--- src/rtl/axi_burst_master_pkg.sv ---
// axi_burst_master_pkg: shared states, AXI constants and channel bundles for the burst master.
package axi_burst_master_pkg;

    localparam int AXI_ID_W_W  = 4;
    localparam int AXI_ID_R_W  = 4;
    localparam int AXI_ADDR_W  = 16;
    localparam int AXI_DATA_W  = 32;

    localparam logic [1:0] BURST_INCR = 2'b01;
    localparam logic [1:0] RESP_OKAY  = 2'b00;

    typedef enum logic [2:0] {IDLE, AW, W, B, AR, R, DONE} state_e;

    typedef struct packed {
        logic [AXI_ID_W_W-1:0]   aw_id;
        logic [AXI_ADDR_W-1:0]   aw_addr;
        logic [7:0]              aw_len;
        logic [2:0]              aw_size;
        logic [1:0]              aw_burst;
        logic                    aw_valid;
        logic [AXI_DATA_W-1:0]   w_data;
        logic [AXI_DATA_W/8-1:0] w_strb;
        logic                    w_last;
        logic                    w_valid;
        logic                    b_ready;
        logic [AXI_ID_R_W-1:0]   ar_id;
        logic [AXI_ADDR_W-1:0]   ar_addr;
        logic [7:0]              ar_len;
        logic [2:0]              ar_size;
        logic [1:0]              ar_burst;
        logic                    ar_valid;
        logic                    r_ready;
    } axi_mosi_t;

    typedef struct packed {
        logic                    aw_ready;
        logic                    w_ready;
        logic [AXI_ID_W_W-1:0]   b_id;
        logic [1:0]              b_resp;
        logic                    b_valid;
        logic                    ar_ready;
        logic [AXI_ID_R_W-1:0]   r_id;
        logic [AXI_DATA_W-1:0]   r_data;
        logic [1:0]              r_resp;
        logic                    r_last;
        logic                    r_valid;
    } axi_miso_t;

    function automatic int clog2_bytes(input int width);
        int n;
        n = 0;
        while ((8 << n) < width) n++;
        return n;
    endfunction

endpackage

--- src/rtl/axi_burst_beat_ctr.sv ---
// axi_burst_beat_ctr: beat index of the current burst, last-beat flag and the seed+index data pattern.
module axi_burst_beat_ctr #(
    parameter int DATA_WIDTH = 32
) (
    input  logic                  clk_i,
    input  logic                  rst_n_i,
    input  logic                  load_i,
    input  logic                  inc_i,
    input  logic [7:0]            len_i,
    input  logic [DATA_WIDTH-1:0] seed_i,
    output logic                  last_o,
    output logic [DATA_WIDTH-1:0] pattern_o
);

    logic [7:0] cnt_q, cnt_d;

    always_comb begin
        cnt_d = load_i ? 8'd0 : inc_i ? cnt_q + 8'd1 : cnt_q;
    end

    always_ff @(posedge clk_i or negedge rst_n_i) begin
        if (!rst_n_i) cnt_q <= '0;
        else          cnt_q <= cnt_d;
    end

    assign last_o    = cnt_q == len_i;
    assign pattern_o = seed_i + DATA_WIDTH'(cnt_q);

endmodule

--- src/rtl/axi_burst_master.sv ---
// axi_burst_master: one-command-at-a-time AXI4 INCR burst master that writes a seed+k pattern
// or reads a burst back and counts response/data errors.
module axi_burst_master
    import axi_burst_master_pkg::*;
#(
    parameter int ID_W_WIDTH     = 4,
    parameter int ID_R_WIDTH     = 4,
    parameter int ADDR_WIDTH     = 16,
    parameter int AXI_DATA_WIDTH = 32,
    parameter int ERR_W          = 16
) (
    input  logic                      clk_i,
    input  logic                      rst_n_i,
    input  logic                      cmd_valid_i,
    output logic                      cmd_ready_o,
    input  logic                      cmd_write_i,
    input  logic [ADDR_WIDTH-1:0]     cmd_addr_i,
    input  logic [7:0]                cmd_len_i,
    input  logic [ID_W_WIDTH-1:0]     cmd_id_i,
    input  logic [AXI_DATA_WIDTH-1:0] cmd_seed_i,
    output logic                      busy_o,
    output logic                      done_o,
    output logic [ERR_W-1:0]          err_cnt_o,
    output axi_mosi_t                 out_mosi_o,
    input  axi_miso_t                 out_miso_i
);

    localparam int LSB = clog2_bytes(AXI_DATA_WIDTH);
    localparam logic [ADDR_WIDTH-1:0] ADDR_MASK = {ADDR_WIDTH{1'b1}} << LSB;

    state_e                    state_q, state_d;
    logic [ADDR_WIDTH-1:0]     addr_q, addr_d;
    logic [7:0]                len_q, len_d;
    logic [ID_W_WIDTH-1:0]     id_q, id_d;
    logic [AXI_DATA_WIDTH-1:0] seed_q, seed_d;
    logic                      drain_q, drain_d;
    logic [ERR_W-1:0]          err_q, err_d;
    logic [AXI_DATA_WIDTH-1:0] pattern;
    logic                      ctr_load, ctr_inc, last, err_inc, beat_err;

    axi_burst_beat_ctr #(.DATA_WIDTH(AXI_DATA_WIDTH)) u_ctr (
        .clk_i     (clk_i),
        .rst_n_i   (rst_n_i),
        .load_i    (ctr_load),
        .inc_i     (ctr_inc),
        .len_i     (len_q),
        .seed_i    (seed_q),
        .last_o    (last),
        .pattern_o (pattern)
    );

    // RLAST must coincide with the final beat; both early and missing RLAST count here
    assign beat_err = (out_miso_i.r_data != pattern) || (out_miso_i.r_resp != RESP_OKAY) ||
                      (out_miso_i.r_id != id_q[ID_R_WIDTH-1:0]) || (out_miso_i.r_last != last);

    always_comb begin
        state_d  = state_q;
        addr_d   = addr_q;
        len_d    = len_q;
        id_d     = id_q;
        seed_d   = seed_q;
        drain_d  = drain_q;
        ctr_load = 1'b0;
        ctr_inc  = 1'b0;
        err_inc  = 1'b0;
        unique case (state_q)
            IDLE: if (cmd_valid_i) begin
                addr_d   = cmd_addr_i & ADDR_MASK;
                len_d    = cmd_len_i;
                id_d     = cmd_id_i;
                seed_d   = cmd_seed_i;
                drain_d  = 1'b0;
                ctr_load = 1'b1;
                state_d  = cmd_write_i ? AW : AR;
            end
            AW: if (out_miso_i.aw_ready) state_d = W;
            W: if (out_miso_i.w_ready) begin
                ctr_inc = 1'b1;
                if (last) state_d = B;
            end
            B: if (out_miso_i.b_valid) begin
                err_inc = (out_miso_i.b_resp != RESP_OKAY) || (out_miso_i.b_id != id_q);
                state_d = DONE;
            end
            AR: if (out_miso_i.ar_ready) state_d = R;
            R: if (out_miso_i.r_valid) begin
                err_inc = !drain_q && beat_err;
                if (out_miso_i.r_last) state_d = DONE;
                else if (last)         drain_d = 1'b1;
                else                   ctr_inc = 1'b1;
            end
            DONE: state_d = IDLE;
            default: state_d = IDLE;
        endcase
        err_d = (err_inc && !(&err_q)) ? err_q + 1'b1 : err_q;
    end

    always_ff @(posedge clk_i or negedge rst_n_i) begin
        if (!rst_n_i) begin
            state_q <= IDLE;
            addr_q  <= '0;
            len_q   <= '0;
            id_q    <= '0;
            seed_q  <= '0;
            drain_q <= 1'b0;
            err_q   <= '0;
        end else begin
            state_q <= state_d;
            addr_q  <= addr_d;
            len_q   <= len_d;
            id_q    <= id_d;
            seed_q  <= seed_d;
            drain_q <= drain_d;
            err_q   <= err_d;
        end
    end

    // Every VALID is decoded from the registered state; payloads read zero while idle
    always_comb begin
        out_mosi_o          = '0;
        out_mosi_o.aw_valid = state_q == AW;
        out_mosi_o.w_valid  = state_q == W;
        out_mosi_o.b_ready  = state_q == B;
        out_mosi_o.ar_valid = state_q == AR;
        out_mosi_o.r_ready  = state_q == R;
        if (state_q == AW) begin
            out_mosi_o.aw_id    = id_q;
            out_mosi_o.aw_addr  = addr_q;
            out_mosi_o.aw_len   = len_q;
            out_mosi_o.aw_size  = 3'(LSB);
            out_mosi_o.aw_burst = BURST_INCR;
        end
        if (state_q == W) begin
            out_mosi_o.w_data = pattern;
            out_mosi_o.w_strb = '1;
            out_mosi_o.w_last = last;
        end
        if (state_q == AR) begin
            out_mosi_o.ar_id    = id_q[ID_R_WIDTH-1:0];
            out_mosi_o.ar_addr  = addr_q;
            out_mosi_o.ar_len   = len_q;
            out_mosi_o.ar_size  = 3'(LSB);
            out_mosi_o.ar_burst = BURST_INCR;
        end
    end

    assign cmd_ready_o = state_q == IDLE;
    assign busy_o      = state_q != IDLE;
    assign done_o      = state_q == DONE;
    assign err_cnt_o   = err_q;

endmodule

--- config.mk ---
export PLATFORM = sky130hd
export DESIGN_NAME = axi_burst_master
export DESIGN_NICKNAME = d
export VERILOG_FILES = /design/src/rtl/axi_burst_master_pkg.sv /design/src/rtl/axi_burst_beat_ctr.sv /design/src/rtl/axi_burst_master.sv
export SDC_FILE = /design/constraint.sdc
export NUM_CORES = 1
export LEC_CHECK = 0
export ABC_AREA = 1
export CAP_MARGIN = 5
export CELL_PAD_IN_SITES_DETAIL_PLACEMENT = 1
export CELL_PAD_IN_SITES_GLOBAL_PLACEMENT = 1
export CORE_UTILIZATION = 28
export DETAILED_ROUTE_END_ITERATION = 6
export PLACE_DENSITY_LB_ADDON = 0.08
export REMOVE_ABC_BUFFERS = 1
export SLEW_MARGIN = 0
export SYNTH_ARGS = -nofsm -noshare
export SYNTH_HDL_FRONTEND = slang
export SYNTH_SLANG_ARGS = --single-unit
--- constraint.sdc ---
create_clock -name clk_i -period 2.5 [get_ports clk_i]
set_input_delay 0.5 -clock clk_i [delete_from_list [all_inputs] [get_ports clk_i]]
set_output_delay 0.5 -clock clk_i [all_outputs]
set_load 0.02 [all_outputs]
* Yosys cells after proc, flatten, opt, wreduce, memory -nomap -nowiden
Cells that the tools add are included.
** Word-level totals
- Register bits :: 86
- Latch bits :: 0
- Bits in writable memories :: 0
- ROM bits :: 0
- Input port bits :: 114
- Output and inout port bits :: 127
- Word-level logic and storage cells :: 80
- Memories kept :: 0
** Operators by class
- $add $sub $neg :: 3
- Multiply operators :: 0
- Divide/modulo/power cells :: 0
- $lt $le $gt $ge :: 0
- Equal/unequal tests :: 21
- Shift operators :: 0
- Muxes and demuxes :: 30
- Bitwise gates (word level) :: 0
- Reductions and logical operators :: 18
** Operators with widths (number)
- 2-to-1 mux 33 bit :: 2
- 2-to-1 mux 37 bit :: 1
- adder 32 x 8 -> 32 bit :: 1
- inequality test 32 bit :: 1
- 2-to-1 mux 3 bit :: 9
- one-hot mux 3 bit (6 select lines) :: 1
- adder 16 x 1 -> 16 bit, second input constant :: 1
- 2-to-1 mux 8 bit :: 2
- inequality test 2 x 1 -> 1 bit, second input constant :: 8
- AND reduction 16 bit :: 1
- 2-to-1 mux 1 bit :: 12
- == test 3 bit, second input constant :: 3
- adder 8 x 1 -> 8 bit, second input constant :: 1
- == test 8 bit :: 1
- inequality test 4 bit :: 2
- AND reduction 8 bit :: 1
- nonzero test 2 bit :: 4
- == test 3 x 2 -> 1 bit, second input constant :: 2
- one-hot mux 1 bit (2 select lines) :: 3
- AND reduction 5 bit :: 1
- logical OR 1 bit :: 4
- inequality test 2 bit, second input constant :: 2
- == test 3 x 1 -> 1 bit, second input constant :: 1
- zero test 3 bit :: 1
- other kinds (5) :: 7

* Logic depth before layout (Yosys ltp)
Gate-level depths: netlist of run 1.
- Depth in word-level cells :: 9
- Mapped depth :: 24
- Gate-level depth less buffers :: 23

* Cells and area by module
Synthesis of run 1 repeated with hierarchy kept, for this count alone.
** Second synthesis, totals
- Cells, all modules :: 1011
- Area, all modules :: 6505.0 um2
** Modules (own cells, without submodules)
- axi_burst_master :: times used 1, cells an instance 680, area each 4702.0 um2, seq. area each 1951.9 um2
- axi_burst_beat_ctr :: times used 1, cells an instance 331, area each 1803.0 um2, seq. area each 200.2 um2

* Least setup slack after synthesis of run 1
Ideal clock, no wire load.
- Path kind :: flip-flop to flip-flop
- Start :: register u_ctr.cnt_q[1]
- End :: register err_q[7], in the netlist err_cnt_o[7]
- Setup time :: 0.118 ns
- Arrival :: 2.576 ns
- Data required time :: 2.382 ns
- Slack :: -0.194 ns
- Cell stages (with the launch flop) :: 20
- Buffers on the path :: 1
- Period minus slack after synthesis :: 2.694 ns
- Path through :: dfrtp_1 xor2_1 nor4_1 nand2_1 ha_1 nor3_1 nand3_1 nor2_1 nand3_1 nor3_1 nand2_1 nor2_1 nand3_1 nor2_1 nand3_1 nand2_2 nand2_4 buf_2 nand3_1 nand2_1
** Between the ends
- Longest elaborated chain between the ends :: 9
- Elaborated cells between the ends (all ways) :: 11
- Classes of those cells :: add/sub: 1; eq/ne: 3; mux: 2; reduce/logical: 5
** RTL lines
- start: declaration :: RTL line axi_burst_beat_ctr.sv:15 : logic [7:0] cnt_q, cnt_d;
- start signal: assignment :: RTL line axi_burst_beat_ctr.sv:23 : else cnt_q <= cnt_d;
- adder 32 x 8 -> 32 bit :: RTL line axi_burst_beat_ctr.sv:27 : assign pattern_o = seed_i + DATA_WIDTH'(cnt_q);
- inequality test 32 bit :: RTL line axi_burst_master.sv:53 : assign beat_err = (out_miso_i.r_data != pattern) || (out_miso_i.r_resp != RESP_OKAY) ||
- logical OR 1 bit (2 in a row) :: RTL line axi_burst_master.sv:53
- logical OR 1 bit (*) :: RTL line axi_burst_master.sv:54 : (out_miso_i.r_id != id_q[ID_R_WIDTH-1:0]) || (out_miso_i.r_last != last);
- logical AND 1 bit (*) :: RTL line axi_burst_master.sv:87 : err_inc = !drain_q && beat_err;
- 2-to-1 mux 1 bit (*) :: RTL line axi_burst_master.sv:86 : R: if (out_miso_i.r_valid) begin
- one-hot mux 1 bit (2 select lines) (*) :: RTL line axi_burst_master.sv:66 : unique case (state_q)
- logical AND 1 bit (*) :: RTL line axi_burst_master.sv:95 : err_d = (err_inc && !(&err_q)) ? err_q + 1'b1 : err_q;
- end signal: assignment :: RTL line axi_burst_master.sv:114 : err_q <= err_d;
- end: declaration :: RTL line axi_burst_master.sv:37 : logic [ERR_W-1:0] err_q, err_d;
Every way passes the cells marked *; elsewhere a longest branch is shown, timed or not.
A chain may end at the register's enable or synchronous reset.

* Worst setup path after layout of run 1
- Start :: register u_ctr.cnt_q[5]
- End :: register err_q[3], in the netlist err_cnt_o[3]
The elaborated chain is that of the path after synthesis.

==> results of run 1 <==
repair_timing:
item                                    in CTS  in global routing
endpoints found under the setup margin     104                113
pin swaps                                   21                 53
gates cloned                                 1                  0
setup buffers                               16                 20
gates resized for setup                    333                230
flip-flops by register name, indices dropped and copies added, names as in the netlist:
signal	count
len_q	8
addr_q	14
drain_q	1
err_cnt_o	16
u_ctr.cnt_q	8
seed_q	32
id_q	4
state_q	3
critical path, stage by stage, from the launching register on:
cell     delay [ps]
dfrtp_1         400
buf_4           140
buf_6           120
ha_4            310
nand2_1         110
nand2_2         100
nand2_1          50
nand2_1          70
nand2_2         110
buf_4           160
nand3_1         110
nand3_1          90
nand2_1          70
nand3_1         120
nor2_1          120
nand3_1          90
nor2_1          220
nand3_1         150
nand2_2         100
nand2_4         100
buf_12          160
nand3_1          70
nand2_1          50
metrics by stage:
step	setup slack [ps]	util, %	hold WS, ps
3_5_place_dp	-970	44.4	427
4_1_cts	-685	48.1	39.8
2_1_floorplan	-1750	-	204
6_report	-650	50.9	41.0
5_1_grt	-881	50.9	60.0
3_3_place_gp	-952	44.4	427
cell families (layout without fill, tap and decap cells):
kind of cell    after synthesis  count (layout)  synth area share [%]
fa+ha+maj                    12              12                  2.38
buf+inv                     185             559                  11.8
simple gates                646             646                  41.4
compound gates              102             102                  8.09
flops                        86              86                  32.5
xor+xnor                     27              27                  3.78
other cells                   1              10                0.0566
layout make-up:
type / count / share of cell area (%)
clock inverters: 6 / 0.794
inverters: 143 / 4.65
well taps: 313 / 3.36
flip-flops and latches: 86 / 18.5
repair buffers: 401 / 30.8
multi-input cells: 797 / 40.0
clock buffers: 9 / 1.93
per-layer routing:
| layer | vias up | track usage [%] | routed length (um) |
|---|---|---|---|
| met4 | 2 | 6.91 | 717 |
| li1 | 4052 | - | - |
| met3 | 48 | 4.67 | 1510 |
| met5 | - | 0 | 13 |
| met1 | 3917 | 27.9 | 12200 |
| met2 | 228 | 40.4 | 14400 |
synth_stat cells (4+ instances only):
library cell and n:
nand2_1 348, nand2_2 7, buf_1 4, o21ai_0 56
nor2_1 132, nor4_1 6, ha_1 11, a21oi_1 36
nor3_1 14, buf_4 19, inv_1 139, nand3b_1 13
clkbuf_1 17, nand3_1 104, xor2_1 17, nand4_1 8
dfrtp_1 86, xnor2_1 9
final timing paths:
| path | start | cells past startpoint | endpoint |
|---|---|---|---|
| max | u_ctr.cnt_q[5]$_DFFE_PN0P_ | 22 | err_cnt_o[3]$_DFFE_PN0P_ |
| min | rst_n_i | 1 | seed_q[3]$_DFFE_PN0P_ |
| max reg2reg | u_ctr.cnt_q[5]$_DFFE_PN0P_ | 22 | err_cnt_o[3]$_DFFE_PN0P_ |
| min reg2reg | drain_q$_DFFE_PN0P_ | 2 | drain_q$_DFFE_PN0P_ |
| max in group asynchronous | rst_n_i | 2 | u_ctr.cnt_q[6]$_DFFE_PN0P_ |
| min in group clk_i | drain_q$_DFFE_PN0P_ | 2 | drain_q$_DFFE_PN0P_ |
cell usage in the layout (no fill, tap or decap), types with 10 or more instances in the layout:
cell type,instances
a21oi_1,17
a21oi_2,15
buf_4,156
buf_6,43
clkbuf_2,32
clkdlybuf4s50_1,135
conb_1,10
dfrtp_1,83
dlygate4sd2_1,13
inv_1,130
nand2_1,285
nand2_2,42
nand2_4,28
nand3_1,72
nand3_2,22
nand3_4,12
nand3b_1,13
nor2_1,115
nor2_2,10
nor2_4,10
nor3_1,11
o21ai_0,54
xor2_1,16
report_power, final:
group,internal (mW),switching (mW),leakage (nW)
Combinational,3.27,4.28,4.55
Clock,0.879,0.653,0.149
Sequential,1.96,0.481,1.08
Total,6.10,5.41,5.78
==> results.cfg, run 1 <==
[clock_tree]
cts_tree = done
clockBufferDepth = 2
cts_htree_levels = 3
clk-insertion-delay-late_ps = 360
cts_root_buffer = clkbuf_16
ctsHoldBuffers = 0
cts.clk_slew.worst_paths_ps = 70
cts.sinks = 86
numCtsBuffers = 9

[power_and_ir_drop]
cellPowerDensity_mw_per_mm2 = 988
power_mw = 11.5
ir_drop_uv = 483
p_leak_nw = 5.78

[placed_design]
dpl-instance-area_mm2 = 0.0102
dpl.hpwl_mm = 21.1
gp_congestion = 0.850
place_inst = 1703
io_buffers = 228

[sta]
relSlewSlack_pct = 66.9
worst_pin_slew_ps = 495
tns_ps = -20730
rsz0062_at_grt = true
fin_crit_sh_pct = 126
timing.fmax_mhz = 317
slew_viol_final = 0
finalSetupViolations = 44
skew_ps = 10.8
setup_ws_ps = -650
min_period_ps = 3150
hold_violations = 0

[setup_path]
critPathArrivalTime_ps = 3400
critPathKind = flip-flop to flip-flop
worstPathRequired_ps = 2750
worstPathMaxFanout = 9
startpoint_type = flip-flop
r2r_slack_ps = -650
end_kind = flip-flop

[drt]
post_drt_wl_per_cell_um = 16.4
drc = 0
routed_wl_mm = 28.8
drtAntennaViolNets = 0
vias = 8247
vias_per_cell = 4.70
drt_iter0_markers = 338
drtPass1Iterations = 6

[finish]
fin_area_mm2 = 0.0117
finalNetCount = 1564
n_fill_cell = 2907
diodes = 0
final_cells = 1755
synthToLayoutAreaGrowth_pct = 76.1
multi_input_comb_area_mm2 = 0.00466
regArea_mm2 = 0.00216
drive_gt1_share_pct = 30.2

[grt]
grtUsageTotal_pct = 22.9
grt-ovfl-total = 0
grt_max_degree = 68
grt_pass1_wl_mm = 43.2
grt_pass1_vias = 8459
antenna_found_initial = 1

[yosys]
async_flop_share_pct = 100
synth_edf_count = 0
avgSynthCellArea_um2 = 6.25
synth_area_mm2 = 0.00662
yosysSeqAreaShare_pct = 32.5
synth_warnings = 0
synthCells = 1059
ys.flop_type = dfrtp_1
synth_top_area_share_pct = 32.5
synth_cell_types = 42
synth_area_leaders = dfrtp_1, nand2_1, inv_1
yosys.area.top_type = dfrtp_1
synth_seq_cells = 86

[die]
start_util_pct = 28.9
pin_count = 241
die_h_um = 156
die_area_mm2 = 0.0243
die_w_um = 156
core-area_mm2 = 0.0229
row_count = 55

[status]
status = finished, violations left
violations = negative setup slack

[job]
maxCapViolCount = 0

[worst_hold_path]
hold_path_class = input pin to asynchronous set/reset pin
No activity file was read; power rests on OpenSTA's default activity.
==> inputs of run 2 (changes only) <==
CORE_MARGIN = 3   (was not set)
==> results.cfg, run 2 (synthesis gave the netlist of run 1 again) <==
[finish]
fin_area_mm2 = 0.0123
n_fill_cell = 2837
top_register = seed_q
drive_gt1_share_pct = 34.3
layout_commonest_cell = nand2_1
final_cell_mix = nand2_1, buf_4, clkdlybuf4s50_1
finalNetCount = 1586
synthToLayoutAreaGrowth_pct = 85.5
largest_reg_flops = 32
diodes = 0

[placed_design]
gp_congestion = 0.821
dpl-instance-area_mm2 = 0.0102
io_buffers = 228
dpl.hpwl_mm = 21.9
pre_cts_ws_ps = -953

[clock_tree]
cts.sinks = 86
clockBufferDepth = 2
cts.clk_slew.worst_paths_ps = 90
cts_root_buffer = clkbuf_16
cts_htree_levels = 3
clk-insertion-delay-late_ps = 360
numCtsBuffers = 9
cts_tree = done
ctsHoldBuffers = 0

[setup_path]
worstPathMaxFanout = 8
worstRegToRegCells = 21
reg2reg_to = err_cnt_o[0]$_DFFE_PN0P_
end_kind = flip-flop
reg2reg_from = u_ctr.cnt_q[0]$_DFFE_PN0P_
critPathArrivalTime_ps = 3490
r2r_slack_ps = -740
worstPathRequired_ps = 2750
critPathKind = flip-flop to flip-flop
startpoint_type = flip-flop

[job]
maxCapViolCount = 0

[sta]
fin_crit_sh_pct = 129
min_period_ps = 3240
setup_ws_ps = -735
finalSetupViolations = 46
relSlewSlack_pct = 61.8
worst_pin_slew_ps = 573
slew_viol_final = 0
skew_ps = 14.3
hold_violations = 0
rsz0062_at_grt = true
timing.fmax_mhz = 309

[power_and_ir_drop]
ir_drop_uv = 566
p_leak_nw = 6.03
cellPowerDensity_mw_per_mm2 = 1020
power_mw = 12.5

[die]
die_w_um = 160
start_util_pct = 28.9
row_count = 55
pin_count = 241
die_h_um = 160
core-area_mm2 = 0.0229
die_area_mm2 = 0.0255

[grt]
grt-ovfl-total = 0
grt_pass1_vias = 9184
grtUsageTotal_pct = 23.2
grt_pass1_wl_mm = 48.0
antenna_found_initial = 1
grt_max_degree = 61

[drt]
drtAntennaViolNets = 0
drt_iter0_markers = 305
post_drt_wl_per_cell_um = 17.9
drtPass1Iterations = 4
drc = 0
vias_per_cell = 4.77
vias = 8476
routed_wl_mm = 31.8

[status]
violations = negative setup slack
status = finished, violations left

[worst_hold_path]
hold_path_class = input pin to asynchronous set/reset pin
[run 2: worst max-delay path by stage]
stage | start | to | slack, ps
finish | u_ctr.cnt_q[0]$_DFFE_PN0P_ | err_cnt_o[0]$_DFFE_PN0P_ | -740
global route | u_ctr.cnt_q[0]$_DFFE_PN0P_ | err_cnt_o[0]$_DFFE_PN0P_ | -990
CTS | u_ctr.cnt_q[2]$_DFFE_PN0P_ | err_cnt_o[0]$_DFFE_PN0P_ | -730
detailed placement | u_ctr.cnt_q[0]$_DFFE_PN0P_ | err_cnt_o[12]$_DFFE_PN0P_ | -950
global placement | u_ctr.cnt_q[0]$_DFFE_PN0P_ | err_cnt_o[10]$_DFFE_PN0P_ | -1010
floorplan | state_q[2]$_DFFE_PN0P_ | out_mosi_o[46] | -1750
[run 2: area by class of cell]
cell class | instances | area (um2) | share of cell area (%)
Inverter | 143 | 542 | 4.41
Timing Repair Buffer | 422 | 3860 | 31.5
Sequential cell | 86 | 2160 | 17.6
Tap cell | 313 | 392 | 3.19
Clock inverter | 7 | 60.1 | 0.489
Multi-Input combinational cell | 798 | 5040 | 41.0
Clock buffer | 9 | 225 | 1.83
[run 2: critical path: stages, from the launching register on]
cell and delay, ps:
dfrtp_1 400, buf_6 130, xor2_1 150, nor4_1 270, buf_4 180, nand2_4 50
ha_4 230, nor3_4 180, nand3_2 110, nor2_2 140, nand3_2 100, nor3_4 180
nand2_2 110, nor2_2 90, nand3_1 80, nor2_1 120, nand3_1 120, nand2_2 100
nand2_4 100, buf_12 160, nand3_1 60, nand2_1 60
[run 2: per-layer routing]
metal	GRT usage, %	part of all wire, %	vias up
met5	0	0.035	-
met2	42.0	52	252
li1	-	-	4112
met1	27.2	41	4072
met4	6.84	2.0	2
met3	5.45	5.9	38
[run 2: power by group]
group | switching, mW | total, mW | internal, mW
Clock | 0.721 | 1.42 | 0.701
Combinational | 4.81 | 8.63 | 3.82
Sequential | 0.504 | 2.46 | 1.96
Total | 6.03 | 12.5 | 6.48
[run 2: through the flow]
stage / std cells / utilization, % / setup TNS (ps) / hold slack, ps
final: 1778 / 53.6 / -21830 / 113
after global routing: 1778 / 53.6 / -29020 / 150
after CTS: 1751 / 50.2 / -20590 / 140
after detailed placement: 1704 / 44.6 / -28180 / 479
after global placement: 1704 / 44.6 / -28190 / 471
after floorplan: 1026 / - / -129980 / 204
[run 2: repair_timing]
item	in CTS	in global routing
buffers inserted	34	36
pin swaps	57	101
gates resized for setup	420	240
endpoints found under the setup margin	103	108
gates cloned	1	0
